**src/rtl/mem_port_arbiter.sv**
```systemverilog
`default_nettype none
// ============================================================================
// mem_port_arbiter : shares one memory port between fetch and load/store,
//                    data first, stalling the pipeline until both are served.
// Revision: 1.0
// ============================================================================
module mem_port_arbiter #(
    parameter int ADDR_W  = 32,
    parameter int DATA_W  = 32,
    parameter int MEM_LAT = 2
) (
    input  logic              clk,
    input  logic              rst_n,
    input  logic              if_req,
    input  logic [ADDR_W-1:0] if_addr,
    output logic [DATA_W-1:0] if_rdata,
    input  logic              d_read,
    input  logic              d_write,
    input  logic [ADDR_W-1:0] d_addr,
    input  logic [DATA_W-1:0] d_wdata,
    output logic [DATA_W-1:0] d_rdata,
    output logic              stall,
    output logic              mem_en,
    output logic              mem_we,
    output logic [ADDR_W-1:0] mem_addr,
    output logic [DATA_W-1:0] mem_wdata,
    input  logic [DATA_W-1:0] mem_rdata
);

    localparam int               CNT_W   = (MEM_LAT < 2) ? 1 : $clog2(MEM_LAT + 1);
    localparam logic [CNT_W-1:0] LAT_VAL = CNT_W'(MEM_LAT);
    localparam logic [CNT_W-1:0] CNT_ONE = CNT_W'(1);

    typedef enum logic [1:0] {
        ST_IDLE   = 2'd0,
        ST_WAIT_I = 2'd1,
        ST_WAIT_D = 2'd2
    } state_t;

    state_t           state;
    logic [CNT_W-1:0] cnt;
    logic             if_srv;
    logic             d_srv;
    logic             d_is_wr;
    logic             d_req;
    logic             if_pend;
    logic             d_pend;

    assign d_req   = d_read | d_write;
    assign if_pend = if_req & ~if_srv;
    assign d_pend  = d_req & ~d_srv;
    assign stall   = rst_n & (if_pend | d_pend);

    always_ff @(posedge clk) begin
        if (!rst_n) begin
            state     <= ST_IDLE;
            cnt       <= '0;
            if_srv    <= 1'b0;
            d_srv     <= 1'b0;
            d_is_wr   <= 1'b0;
            mem_en    <= 1'b0;
            mem_we    <= 1'b0;
            mem_addr  <= '0;
            mem_wdata <= '0;
            if_rdata  <= '0;
            d_rdata   <= '0;
        end else begin
            mem_en <= 1'b0;
            mem_we <= 1'b0;
            case (state)
                ST_IDLE: begin
                    // Both d_read and d_write high resolves to a write.
                    if (d_pend) begin
                        state     <= ST_WAIT_D;
                        mem_en    <= 1'b1;
                        mem_we    <= d_write;
                        d_is_wr   <= d_write;
                        mem_addr  <= d_addr;
                        mem_wdata <= d_wdata;
                        cnt       <= LAT_VAL;
                    end else if (if_pend) begin
                        state    <= ST_WAIT_I;
                        mem_en   <= 1'b1;
                        mem_addr <= if_addr;
                        cnt      <= LAT_VAL;
                    end
                end
                ST_WAIT_I, ST_WAIT_D: begin
                    if (cnt == '0) begin
                        if (state == ST_WAIT_I) begin
                            if_rdata <= mem_rdata;
                            if_srv   <= 1'b1;
                        end else begin
                            if (!d_is_wr) begin
                                d_rdata <= mem_rdata;
                            end
                            d_srv <= 1'b1;
                        end
                        state <= ST_IDLE;
                    end else begin
                        cnt <= cnt - CNT_ONE;
                    end
                end
                default: state <= ST_IDLE;
            endcase
            // The pipeline advances on this edge; start a fresh stall window.
            if (!stall) begin
                if_srv <= 1'b0;
                d_srv  <= 1'b0;
            end
        end
    end

endmodule
`default_nettype wire
```
**config.mk**
```make
export PLATFORM = sky130hd
export DESIGN_NAME = mem_port_arbiter
export DESIGN_NICKNAME = d
export VERILOG_FILES = /design/src/rtl/mem_port_arbiter.sv
export SDC_FILE = /design/constraint.sdc
export NUM_CORES = 1
export LEC_CHECK = 0
export CAP_MARGIN = 0
export CORE_MARGIN = 5
export CORE_UTILIZATION = 41
export DETAILED_ROUTE_END_ITERATION = 10
export PLACE_DENSITY = 0.8
export SYNTH_ARGS = -nofsm -noshare
export SYNTH_HDL_FRONTEND = slang
export SYNTH_SLANG_ARGS = --single-unit
```
**constraint.sdc**
```tcl
create_clock -name clk -period 2.2 [get_ports clk]
set_input_delay 0.22 -clock clk [delete_from_list [all_inputs] [get_ports clk]]
set_output_delay 0.22 -clock clk [all_outputs]
set_load 0.01 [all_outputs]
```
==> Yosys cells after proc, flatten, opt, wreduce, memory -nomap -nowiden <==
Cells that the tools add are included.
{ "word_totals": {"romBits": 0, "register_bits": 137, "n_memories": 0, "mem_bits_rw": 0, "latch_bits": 0} }
{ "op_classes": {"shift": 0, "n_reduce_logical": 15, "mux": 12, "n_addsub": 1, "eq_ne": 5, "n_lt_le_gt_ge": 0, "n_mul": 0, "bitwise": 9, "div_mod_pow": 0} }
{ "ops": {"columns": ["operator", "count"], "rows": [
  ["$mux W32", 2],
  ["$mux W2", 6],
  ["$reduce_and A3 Y1", 4],
  ["$reduce_and A2 Y1", 5],
  ["$pmux W2 S2", 2],
  ["$logic_not A2 Y1", 2],
  ["$ne A2 B2 Y1 const B", 2],
  ["$not A1 Y1", 4],
  ["$reduce_and A4 Y1", 1],
  ["$reduce_bool A2 Y1", 2],
  ["$and A1 B1 Y1", 3],
  ["$ne A3 B3 Y1 const B", 1],
  ["$eq A2 B1 Y1 const B", 1],
  ["$eq A2 B2 Y1 const B", 1],
  ["$mux W1", 2],
  ["$or A1 B1 Y1", 2],
  ["$reduce_or A2 Y1", 1],
  ["$sub A2 B1 Y2 const B", 1]
]} }

==> Longest topological paths before layout <==
{ "logic_depth": {"ltp_word": 5, "depth_mapped": 8, "depth_no_buf": 5} }

==> Worst setup path before layout <==
No wires, ideal clock.
{ "synth_timing": {"path_kind": "flip-flop to flip-flop", "start": "register state[1]", "end": "register cnt[0]", "period_less_slack_ns": 1.587, "required_ns": 2.083, "setup_slack_ns": 0.613, "path_buffers": 0, "stages_incl_launch_ff": 6, "t_arrival_ns": 1.469, "path_cell_list": "dfxtp_1 -> inv_1 -> ha_1 -> and2_1 -> a311o_1 -> a32o_1"} }
{ "synth_via": {"elab_chain_len": 4, "elab_cells_between_ends": 9, "cone_classes": "eq/ne (4); mux (1); reduce/logical (4)"} }
{ "synth_rtl": {"columns": ["element", "line_no", "text"], "rows": [
  ["from (decl)", "40", "state_t state;"],
  ["from (signal assigned)", "56", "state <= ST_IDLE;"],
  ["from (signal assigned)", "74", "state <= ST_WAIT_D;"],
  ["from (signal assigned)", "82", "state <= ST_WAIT_I;"],
  ["$eq A2 B1 Y1 / $eq A2 B2 Y1 (equally long branches)", "70", "case (state)"],
  ["$reduce_or A2 Y1", "70", null],
  ["$ne A2 B2 Y1 (no source line) / $reduce_bool A2 Y1 (equally long branches)", null, null],
  ["$reduce_and A3 Y1 (no source line)", null, null],
  ["to (signal assigned)", "101", "cnt <= cnt - CNT_ONE;"],
  ["to (decl)", "41", "logic [CNT_W-1:0] cnt;"]
]} }
Several ways; a longest one is shown, not always the timed one.
A chain may end at the register's enable or synchronous reset.

==> Worst setup path after layout <==
{ "layout_timing": {"start": "register if_srv", "end": "output port stall"} }
{ "layout_via": {"elab_chain_len": 4} }
{ "layout_rtl": {"columns": ["element", "line_no", "text"], "rows": [
  ["from (decl)", "42", "logic if_srv;"],
  ["from (signal assigned)", "58", "if_srv <= 1'b0;"],
  ["from (signal assigned)", "92", "if_srv <= 1'b1;"],
  ["from (signal assigned)", "108", "if_srv <= 1'b0;"],
  ["$not A1 Y1", "50", "assign if_pend = if_req & ~if_srv;"],
  ["$and A1 B1 Y1", "50", null],
  ["$or A1 B1 Y1", "52", "assign stall = rst_n & (if_pend | d_pend);"],
  ["$and A1 B1 Y1", "52", null],
  ["to (decl)", "22", "output logic stall,"]
]} }
Every way passes these cells.

==> flow_metrics.py <==
metrics = {
    "floorplan": {
        "fp.dieH_um": 126,
        "io_pins": 264,
        "start_util_pct": 41.8,
        "die-area_um2": 16000,
        "rows": 42,
        "coreArea_um2": 13300,
        "die_w_um": 126,
    },
    "place": {
        "gp_congestion": 0.787,
        "hpwl_um": 12000,
        "place_inst": 1057,
        "place_ws_ns": 0.293,
        "postPlaceCellArea_um2": 8300,
        "portBuffers": 263,
    },
    "routing": {
        "routedWlPerCell_um": 16.2,
        "drc": 0,
        "wirelength_um": 17600,
        "ant_nets": 0,
        "drt-initial-drc-count": 445,
        "dr.pass1.iters": 4,
        "viasPerCell": 5.18,
        "route.vias.total": 5646,
    },
    "worst_setup_path": {
        "rr_startpoint": "state[1]",
        "cp-end-kind": "output port",
        "startpoint": "if_srv",
        "ff2ff_setup_slack_ns": 0.48,
        "reg2reg_depth": 6,
        "start_kind": "register",
        "r2r_end": "d_rdata[18]",
        "worst-endpoint-required_ns": 1.98,
        "crit_end": "stall",
        "worst_ep_arrival_time_ns": 1.81,
        "crit_type": "register to output port",
        "cp_max_fo": 6,
    },
    "power_and_ir_drop": {
        "pwr-share-seq_pct": 29.9,
        "power.share.combinational_pct": 45.6,
        "p_int_mw": 7.88,
        "cellPowerDensity_nw_per_um2": 1380,
        "ir_drop_uv": 851,
        "swShare_pct": 36.0,
        "clock_power_share_pct": 24.5,
        "p_switching_mw": 4.42,
        "p_leak_nw": 3.16,
    },
    "global_routing": {
        "grt_pass1_wl_um": 27600,
        "antenna_found_initial": 0,
        "overflow": 0,
        "grt_pass1_vias": 5467,
        "grt_usage_pct": 21.2,
        "grt_max_degree": 132,
    },
    "synthesis": {
        "synth_cells": 665,
        "synthFlopType": "dfxtp_1",
        "syn_avg_cell_area_um2": 8.36,
        "ys_seq_area_share_pct": 49.3,
        "synthArstFlopShare_pct": 0,
        "synth_edf_count": 0,
        "ys_seq_elements": 137,
        "syn_nets": 801,
        "syn_area_um2": 5560,
        "synth_cell_types": 38,
        "yosys_warnings": 0,
    },
    "sta": {
        "tns_ns": 0,
        "drv_slew": 0,
        "finalSetupViolCount": 0,
        "rsz0062_at_grt": "false",
        "setup_slack_ns": 0.175,
        "relSlewSlack_pct": 59.5,
        "fmax_mhz": 494,
        "final_hold_viol_count": 0,
        "finalHoldWorstSlack_ns": 0.363,
        "finalCritPeriodShare_pct": 92.0,
        "tightest_slew_ns": 0.607,
        "finClkSkew_ns": 0.00626,
        "period_needed_ns": 2.03,
    },
    "clock_network": {
        "htree_levels": 4,
        "hold_buffers": 0,
        "root_buffer": "clkbuf_16",
        "cts.sinks": 137,
        "clk_pin_slew_ns": 0.06,
        "cts.path.max_buffers": 2,
        "cts_buffers": 17,
        "cts_resized": 0,
        "cts_setup_buffers": 0,
        "worstSkewPairLatency_ns": 0.41,
        "cts_tree": "done",
    },
    "final_layout": {
        "n_fill_cell": 1116,
        "final_cell_count_no_fill": 1089,
        "multiInputGateArea_um2": 2470,
        "finalNetCount": 1036,
        "num_antenna_cells": 0,
        "fin_area_um2": 8930,
        "drive_above_1_share_pct": 8.87,
        "syn2layout_area_growth_pct": 60.7,
        "layout_commonest_cell": "clkdlybuf4s50_1",
        "final-seq-area_um2": 2740,
        "final_cell_mix": "clkdlybuf4s50_1 (263), nand2_1 (197), dfxtp_1 (137)",
    },
    "min_path": {
        "hold_depth": 3,
        "hold_class": "primary input to register",
    },
    "status": {
        "status": "finished, final reports clean",
    },
    "job": {
        "drv_cap": 0,
    },
}
worst max-delay path, stage by stage, from the launching register on:
cell	delay, ns
dfxtp_1	0.33
nand2b_1	0.26
a21oi_2	0.24
clkdlybuf4s50_1	0.56
kinds of logic (layout without fill, tap and decap cells):
kind of cell / after synthesis / in the layout / share of synthesized area (%)
and+or+nand+nor: 246 / 246 / 18.2
AOI/OAI and AO/OA: 206 / 206 / 25.1
DFF: 137 / 137 / 49.3
buffers and inverters: 72 / 320 / 6.55
adders and majority gates: 3 / 3 / 0.675
muxes: 1 / 1 / 0.180
power groups by stage:
stage	Sequential (mW)	Combinational, mW	Clock [mW]
floorplan	4.04	2.83	0
finish	3.68	5.61	3.01
detailed placement	3.72	5.64	0
global placement	3.69	5.58	0
CTS	3.68	5.67	3.07
global route	3.77	6.09	3.18
cell usage after synthesis (2+ instances only):
master / count / share of area, %
nor2b_1: 2 / 0.23
a211oi_2: 11 / 2.5
a311oi_2: 11 / 3.0
buf_6: 5 / 1.0
a21oi_2: 2 / 0.32
ha_1: 3 / 0.68
inv_1: 5 / 0.34
nand2_1: 197 / 13
and3_1: 2 / 0.23
a311oi_1: 21 / 3.3
and2_1: 2 / 0.23
buf_2: 27 / 2.4
clkbuf_1: 25 / 1.7
buf_4: 5 / 0.68
dfxtp_1: 137 / 49
a211oi_1: 22 / 3.0
nand3_1: 35 / 3.2
a21oi_1: 98 / 8.8
buf_1: 3 / 0.20
o21ai_0: 33 / 3.0
o21a_1: 2 / 0.27
worst min path at each step:
stage / from / to
after floorplan: d_write / mem_we
final: d_wdata[22] / mem_wdata[22]
after global routing: d_wdata[12] / mem_wdata[12]
after detailed placement: d_rdata[0] / d_rdata[0]
after global placement: d_rdata[23] / d_rdata[23]
after CTS: d_wdata[16] / mem_wdata[16]
cell type report:
type	count	area share, %
sequential	137	30.7
tap	176	2.46
clock buffer	18	4.92
timing repair buffer	282	31.8
clock inverter	14	2.20
multi-input combinational	456	27.7
inverter	6	0.280
per-stage QoR:
step                total power, mW  utilization (%)
global placement               9.26             62.4
detailed placement             9.36             62.4
finish                         12.3             67.2
floorplan                      6.87                -
global route                   13.0             67.2
CTS                            12.4             67.2
registers in the layout (all words and copies together) (netlist names):
name,count
if_srv,1
cnt,2
mem_we,1
mem_wdata,32
state,2
mem_addr,32
if_rdata,32
d_srv,1
mem_en,1
d_rdata,32
d_is_wr,1
per-layer routing:
| metal | part of all wire (%) | up-vias | routed length (µm) | track usage, % |
|---|---|---|---|---|
| met2 | 49 | 216 | 8600 | 35.6 |
| met4 | 2.7 | 0 | 481 | 8.96 |
| li1 | - | 2784 | - | - |
| met1 | 40 | 2614 | 6970 | 24.1 |
| met5 | 0 | - | 0 | 0 |
| met3 | 8.7 | 32 | 1530 | 7.82 |
Note: power is estimated with default switching activity, not from simulation.
